`config.mk`:
```
export PLATFORM = sky130hd
export DESIGN_NAME = bin_to_bcd_seq_flat
export DESIGN_NICKNAME = d
export VERILOG_FILES = /design/src/rtl/bin_to_bcd_seq_if.sv /design/src/rtl/bin_to_bcd_seq.sv /design/src/flat_wrapper.sv
export SDC_FILE = /design/constraint.sdc
export NUM_CORES = 1
export LEC_CHECK = 0
export ABC_AREA = 1
export CAP_MARGIN = 10
export CORE_AREA = 2 2 96 98
export CTS_CLUSTER_DIAMETER = 200
export CTS_CLUSTER_SIZE = 8
export DETAILED_ROUTE_END_ITERATION = 10
export DIE_AREA = 0 0 98 100
export PLACE_DENSITY = 0.47
export SYNTH_ARGS = -nofsm -noshare
export SYNTH_HDL_FRONTEND = slang
export SYNTH_SLANG_ARGS = --single-unit
```
`constraint.sdc`:
```
create_clock -name clk -period 1.8 [get_ports clk]
set_input_delay 0.54 -clock clk [delete_from_list [all_inputs] [get_ports clk]]
set_output_delay 0.54 -clock clk [all_outputs]
set_load 0.005 [all_outputs]
```
`src/rtl/bin_to_bcd_seq_if.sv`:
```
// Request/result bundle between a value source and the sequential binary-to-BCD converter.
// start is a request taken only while busy=0; done pulses once when the digits and ovf are updated.
interface bin_to_bcd_seq_if #(
    parameter int IN_W = 14
);
    logic            start;
    logic [IN_W-1:0] bin;
    logic            busy;
    logic            done;
    logic            ovf;
    logic [3:0]      dig0;
    logic [3:0]      dig1;
    logic [3:0]      dig2;
    logic [3:0]      dig3;

    modport master (
        output start, bin,
        input  busy, done, ovf, dig0, dig1, dig2, dig3
    );

    modport slave (
        input  start, bin,
        output busy, done, ovf, dig0, dig1, dig2, dig3
    );
endinterface

```
`src/rtl/bin_to_bcd_seq.sv`:
```
// Double-dabble binary-to-BCD converter, one bit per clock, feeding a 4-digit display.
// Published digits only change on the completion edge so the display never shows partial results.
module bin_to_bcd_seq #(
    parameter int IN_W = 14
) (
    input  logic                clk,
    input  logic                rst_n,
    bin_to_bcd_seq_if.slave     bus,
    output logic                dbg_state
);
    localparam int CW = $clog2(IN_W + 1);

    typedef enum logic {
        IDLE  = 1'b0,
        SHIFT = 1'b1
    } state_t;

    state_t            state, state_n;
    logic [IN_W-1:0]   bin_sr, bin_sr_n;
    logic [15:0]       bcd, bcd_n;
    logic [15:0]       adj;
    logic [CW-1:0]     cnt, cnt_n;
    logic              ovf_int, ovf_int_n;
    logic [15:0]       dig_r, dig_n;
    logic              ovf_r, ovf_n;
    logic              done_r, done_n;
    logic [16:0]       bin_ext;
    logic [15+IN_W:0]  shifted;

    assign bin_ext = 17'(bus.bin);

    // Add-3 correction precedes the shift so no nibble can exceed 9 after doubling.
    always_comb begin
        adj = bcd;
        for (int i = 0; i < 4; i++) begin
            if (bcd[4*i +: 4] >= 4'd5) begin
                adj[4*i +: 4] = bcd[4*i +: 4] + 4'd3;
            end
        end
    end

    assign shifted = {adj, bin_sr} << 1;

    always_comb begin
        state_n   = state;
        bin_sr_n  = bin_sr;
        bcd_n     = bcd;
        cnt_n     = cnt;
        ovf_int_n = ovf_int;
        dig_n     = dig_r;
        ovf_n     = ovf_r;
        done_n    = 1'b0;
        case (state)
            IDLE: begin
                if (bus.start) begin
                    // Values above 9999 cannot fit four digits; show 9999 and flag it.
                    if (bin_ext > 17'd9999) begin
                        bin_sr_n  = IN_W'(17'd9999);
                        ovf_int_n = 1'b1;
                    end else begin
                        bin_sr_n  = bus.bin;
                        ovf_int_n = 1'b0;
                    end
                    bcd_n   = 16'd0;
                    cnt_n   = CW'(IN_W);
                    state_n = SHIFT;
                end
            end
            SHIFT: begin
                bcd_n    = shifted[15+IN_W -: 16];
                bin_sr_n = shifted[IN_W-1:0];
                cnt_n    = cnt - CW'(1);
                if (cnt == CW'(1)) begin
                    dig_n   = shifted[15+IN_W -: 16];
                    ovf_n   = ovf_int;
                    done_n  = 1'b1;
                    state_n = IDLE;
                end
            end
            default: state_n = IDLE;
        endcase
    end

    always_ff @(posedge clk or negedge rst_n) begin
        if (!rst_n) begin
            state   <= IDLE;
            bin_sr  <= '0;
            bcd     <= '0;
            cnt     <= '0;
            ovf_int <= 1'b0;
            dig_r   <= '0;
            ovf_r   <= 1'b0;
            done_r  <= 1'b0;
        end else begin
            state   <= state_n;
            bin_sr  <= bin_sr_n;
            bcd     <= bcd_n;
            cnt     <= cnt_n;
            ovf_int <= ovf_int_n;
            dig_r   <= dig_n;
            ovf_r   <= ovf_n;
            done_r  <= done_n;
        end
    end

    assign bus.busy  = (state == SHIFT);
    assign bus.done  = done_r;
    assign bus.ovf   = ovf_r;
    assign bus.dig0  = dig_r[3:0];
    assign bus.dig1  = dig_r[7:4];
    assign bus.dig2  = dig_r[11:8];
    assign bus.dig3  = dig_r[15:12];
    assign dbg_state = state;
endmodule
```
`src/flat_wrapper.sv`:
```
// flat-port wrapper written by rule: the top's interface ports become plain ports
module bin_to_bcd_seq_flat 
#(
    parameter int IN_W = 14
)
  (clk, rst_n, dbg_state, bus_start, bus_bin, bus_busy, bus_done, bus_ovf, bus_dig0, bus_dig1, bus_dig2, bus_dig3);
  bin_to_bcd_seq_if #(.IN_W(IN_W)) bus_i ();
  input  logic clk;
  input  logic rst_n;
  output logic dbg_state;
  input wire logic [$bits(bus_i.start)-1:0] bus_start;
  input wire logic [$bits(bus_i.bin)-1:0] bus_bin;
  output wire logic [$bits(bus_i.busy)-1:0] bus_busy;
  output wire logic [$bits(bus_i.done)-1:0] bus_done;
  output wire logic [$bits(bus_i.ovf)-1:0] bus_ovf;
  output wire logic [$bits(bus_i.dig0)-1:0] bus_dig0;
  output wire logic [$bits(bus_i.dig1)-1:0] bus_dig1;
  output wire logic [$bits(bus_i.dig2)-1:0] bus_dig2;
  output wire logic [$bits(bus_i.dig3)-1:0] bus_dig3;
  assign bus_i.start = bus_start;
  assign bus_i.bin = bus_bin;
  assign bus_busy = bus_i.busy;
  assign bus_done = bus_i.done;
  assign bus_ovf = bus_i.ovf;
  assign bus_dig0 = bus_i.dig0;
  assign bus_dig1 = bus_i.dig1;
  assign bus_dig2 = bus_i.dig2;
  assign bus_dig3 = bus_i.dig3;
  bin_to_bcd_seq #(.IN_W(IN_W)) u_core (.clk(clk), .rst_n(rst_n), .bus(bus_i), .dbg_state(dbg_state));
endmodule
```
# Word level (Yosys, flattened, before mapping)
# Cells that the tools add are included.
[word_totals] reg_bits=54 latch_bits=0 ramBits=0 romBits=0 in_bits=17 wordCells=40 mem_count=0
[classes] n_addsub=5 n_mul=0 n_div=0 order_cmp=5 n_eq_ne=2 shift=0 muxes=17 bitwise=1 reduce_logical=2
[op_table] operator="16-bit one-hot mux with 2 select lines" n=1
[op_table] operator="14-bit 2-to-1 mux" n=2
[op_table] operator="14-bit one-hot mux with 2 select lines" n=1
[op_table] operator="4-bit by 3-bit >= comparator with 1-bit output, second input constant" n=4
[op_table] operator="16-bit 2-to-1 mux" n=1
[op_table] operator="4-bit 2-to-1 mux" n=4
[op_table] operator="14-bit > comparator, second input constant" n=1
[op_table] operator="4-bit by 2-bit adder with 4-bit output, second input constant" n=3
[op_table] operator="4-bit one-hot mux with 2 select lines" n=1
[op_table] operator="1-bit 2-to-1 mux" n=5
[op_table] operator="4-bit by 1-bit == test with 1-bit output, second input constant" n=1
[op_table] operator="2-bit AND reduction" n=2
[op_table] operator="4-bit by 1-bit subtractor with 4-bit output, second input constant" n=1
[op_table] operator="3-bit by 2-bit adder with 3-bit output, second input constant" n=1
[op_table] operator="3-bit 2-to-1 mux" n=1
[op_table] operator="2-bit != test, second input constant" n=1
[op_table] operator="1-bit one-hot mux with 2 select lines" n=1
[op_table] operator="1-bit NOT" n=1

# Longest topological paths before layout
[logic_depth] word_depth=4 depth_mapped=9 depth_no_buf=9

# Worst setup path after synthesis
# Ideal clock, no wire load.
[synth_path] path_type="register -> register" startpoint="reg u_core.cnt[1]" endpoint="reg u_core.dig_r[11]" t_arrival_ps=1090 required_time_ps=1673 slack_ps=583 stages_incl_launch_ff=9 n_path_buf=1 synth_period_minus_slack_ps=1217 path_cell_list="dfrtp_1 -> inv_1 -> ha_1 -> nand2_2 -> nor2_4 -> inv_2 -> buf_6 -> nand2_1 -> o21ai_2"
[synth_via] elab_chain_len=2
[synth_rtl] item="start: declaration" line="bin_to_bcd_seq.sv:22" text="logic [CW-1:0] cnt, cnt_n;"
[synth_rtl] item="start signal: assignment" line="bin_to_bcd_seq.sv:98" text="cnt <= cnt_n;"
[synth_rtl] item="4-bit by 1-bit == test with 1-bit output" line="bin_to_bcd_seq.sv:73" text="if (cnt == CW'(1)) begin"
[synth_rtl] item="2-bit AND reduction (no source line)"
[synth_rtl] item="end signal: assignment" line="bin_to_bcd_seq.sv:100" text="dig_r <= dig_n;"
[synth_rtl] item="end: declaration" line="bin_to_bcd_seq.sv:24" text="logic [15:0] dig_r, dig_n;"
# Every way passes these cells.
# A chain may end at the register's enable or synchronous reset.

# Final worst setup path
[layout_path] startpoint="reg u_core.dig_r[1]" endpoint="out bus_dig0[1]"
[layout_rtl] item="end: declaration" line="flat_wrapper.sv:16" text="output wire logic [$bits(bus_i.dig0)-1:0] bus_dig0;"
# No word-level cell between the ends.

==> results.ini <==
[floorplanning]
die_area_um2=9800
floorplan.die.width_um=98
core_footprint_um2=8890
die_height_um=100
io-pin-count=37
floorplan.initialDensity_pct=30.1
rows=35

[global_routing]
antenna_violations_before_repair=0
grt_pass1_wl_mm=9.79
global_route.usage.total_pct=12.3
pin_count_of_the_biggest_net_entering_global_routing=55
number_of_global_route_vias_before_repair=2066
grt.overflow.total=0

[flow_run]
max_cap_violations=0

[outcome]
status=completed

[clock_tree]
cts_buffer_depth=2
clk_latency_ps=310
cts_max_level=2
clock_sink_count=54
cts_inserted_buffers=5
cts_hold_buffers=0
clockRootBuffer=sky130_fd_sc_hd__clkbuf_8
tritoncts=built
reg_clk_slew_reported_paths_ps=100

[route]
wire_per_inst_um=12.0
dr_drc_count=0
drtAntennaViolNets=0
viasPerCell=4.53
postRouteWirelength_mm=5.73
drt-pass1-iter-count=4
drt_iter0_drc=84
dr_total_vias=2169

[final_layout]
multiInputGateArea_um2=1130
fillCellCount=970
final_cell_mix=sky130_fd_sc_hd__nand2_1, sky130_fd_sc_hd__dfrtp_1, sky130_fd_sc_hd__clkdlybuf4s50_1
final_common_cell=sky130_fd_sc_hd__nand2_1
drive_gt1_share_pct=9.24
layout.area.seq_um2=1350
nets=394
num_antenna_cells=0
final_util_pct=37.1
area_growth_pct=23.2

[sta]
period_share_pct=95.5
finalSetupTns_ps=0
setup_viol_count_final=0
final-hold-violation-count=0
setup_repair_after_global_routing_missed_its_margin=no
layout_min_cycle_time_ps=1720
max-slew-margin-rel_pct=70.6
max_clock_freq_ghz=0.581
drv_slew=0
timing_worst_slew_pin_value_ps=441
fin_hold_ws_ps=212
skew_ps=12.8

[synth]
avgSynthCellArea_um2=8.29
synthesis.yosys.warnings=0
synth-seq-area-share_pct=50.5
post_synth_instance_area_um2=2680
synth_net_count=350
distinct_cell_type_count_after_synthesis=22
flops_latches_synth=54
syn-instance-count=323

[place]
last_weighted_congestion_value_of_the_routability_driven_placer=0.809
place.detailed.hpwl_mm=4.15
port_buffers=36

[setup_path]
timing.critical_path.slowest_stage_cell=sky130_fd_sc_hd__clkdlybuf4s50_1
crit_start=u_core.dig_r[1]
r2r_cells=8
worst-endpoint-arrival_ps=1180
r2r-start=u_core.bus.busy
critical_path.startpoint_type=flip-flop
critical_path_required_ps=1260
path_depth=1
timing.critical_path.max_delay_family=buffers and inverters
worstReg2RegEnd=u_core.bin_sr[8]
worst-setup-path-type=flip-flop to primary output
worstPathMaxFanout=2
endpoint_kind=primary output
cp_cell_instances=clkdlybuf4s50_1
reg2reg_setup_slack_ps=340
path_buf_inv=1
cp_peak_stage_delay_ps=510

[min_path]
timing.hold.worst.class=input port to async pin

[power]
irDropWorstVdd_mv=0.470
power_density_nw_per_um2=1680
power_leakage_nw=1.69

-- metrics by stage --
stage                     instances  power, W  instance area [µm²]  worst slack [ps]
after global placement          470   0.00483                 3190              27.9
final                           479   0.00553                 3300              80.1
after detailed placement        470   0.00488                 3190             -5.82
after floorplan                 323   0.00393                 2680               583
after CTS                       479   0.00564                 3290              14.9
after global routing            479   0.00614                 3300              16.1
-- kinds of logic after synthesis --
| logic type | after synthesis | share of synthesized area [%] |
|---|---|---|
| fa+ha+maj | 10 | 4.67 |
| buf+inv | 40 | 7.24 |
| flops | 54 | 50.5 |
| compound gates | 36 | 8.36 |
| simple gates | 183 | 29.3 |
-- timing repair --
action,CTS,global route
buffers inserted,1,0
resized for setup,0,2
endpoints found under the setup margin,2,2
-- final cells by class --
cell class,count,share of cell area (%)
Clock buffer,6,2.50
Clock inverter,2,0.531
Inverter,31,3.53
Multi-Input combinational cell,229,34.3
Sequential cell,54,41.0
Tap cell,111,4.21
Timing Repair Buffer,46,14.0
-- registers in the layout (all words and copies together) (netlist names) --
| name | count |
|---|---|
| u_core.bcd | 16 |
| u_core.bin_sr | 14 |
| u_core.bus.busy | 1 |
| u_core.bus.done | 1 |
| u_core.bus.ovf | 1 |
| u_core.cnt | 4 |
| u_core.dig_r | 16 |
| u_core.ovf_int | 1 |
-- cells in the mapped netlist (all sizes together) --
cell / instances / share of area [%]
nand4: 6 / 1.4
ha: 10 / 4.7
o21ai: 18 / 4.1
a22oi: 8 / 2.2
nand3b: 1 / 0.28
nor3: 1 / 0.19
a21oi: 6 / 1.1
dfrtp: 54 / 50
buf: 9 / 2.9
nand2: 127 / 18
o22ai: 4 / 0.93
nor2: 16 / 3.3
inv: 31 / 4.3
nand3: 32 / 6.0
-- routing by layer --
layer	share of wire (%)	routed length, µm	vias up	GRT usage (%)
met5	0	0	-	0
met3	4.3	245	7	2.79
met1	52	2960	988	17.5
met2	43	2470	44	19.0
li1	-	-	1130	-
met4	0.99	57	0	3.42
-- how the worst max path moves through the flow --
stage	to	slack [ps]
2_1_floorplan	u_core.dig_r[11]	580
3_3_place_gp	u_core.bin_sr[9]	30
3_5_place_dp	u_core.bin_sr[9]	-6
4_1_cts	dbg_state	10
5_1_grt	bus_dig0[2]	20
6_report	bus_dig0[1]	80
-- power by group --
part	switching, W	internal [W]	total, W
clock	0.000404	0.000317	0.000721
sequential	0.000359	0.00177	0.00213
combinational	0.00151	0.00117	0.00268
total	0.00227	0.00326	0.00553
Note: power is estimated with default switching activity, not from simulation.
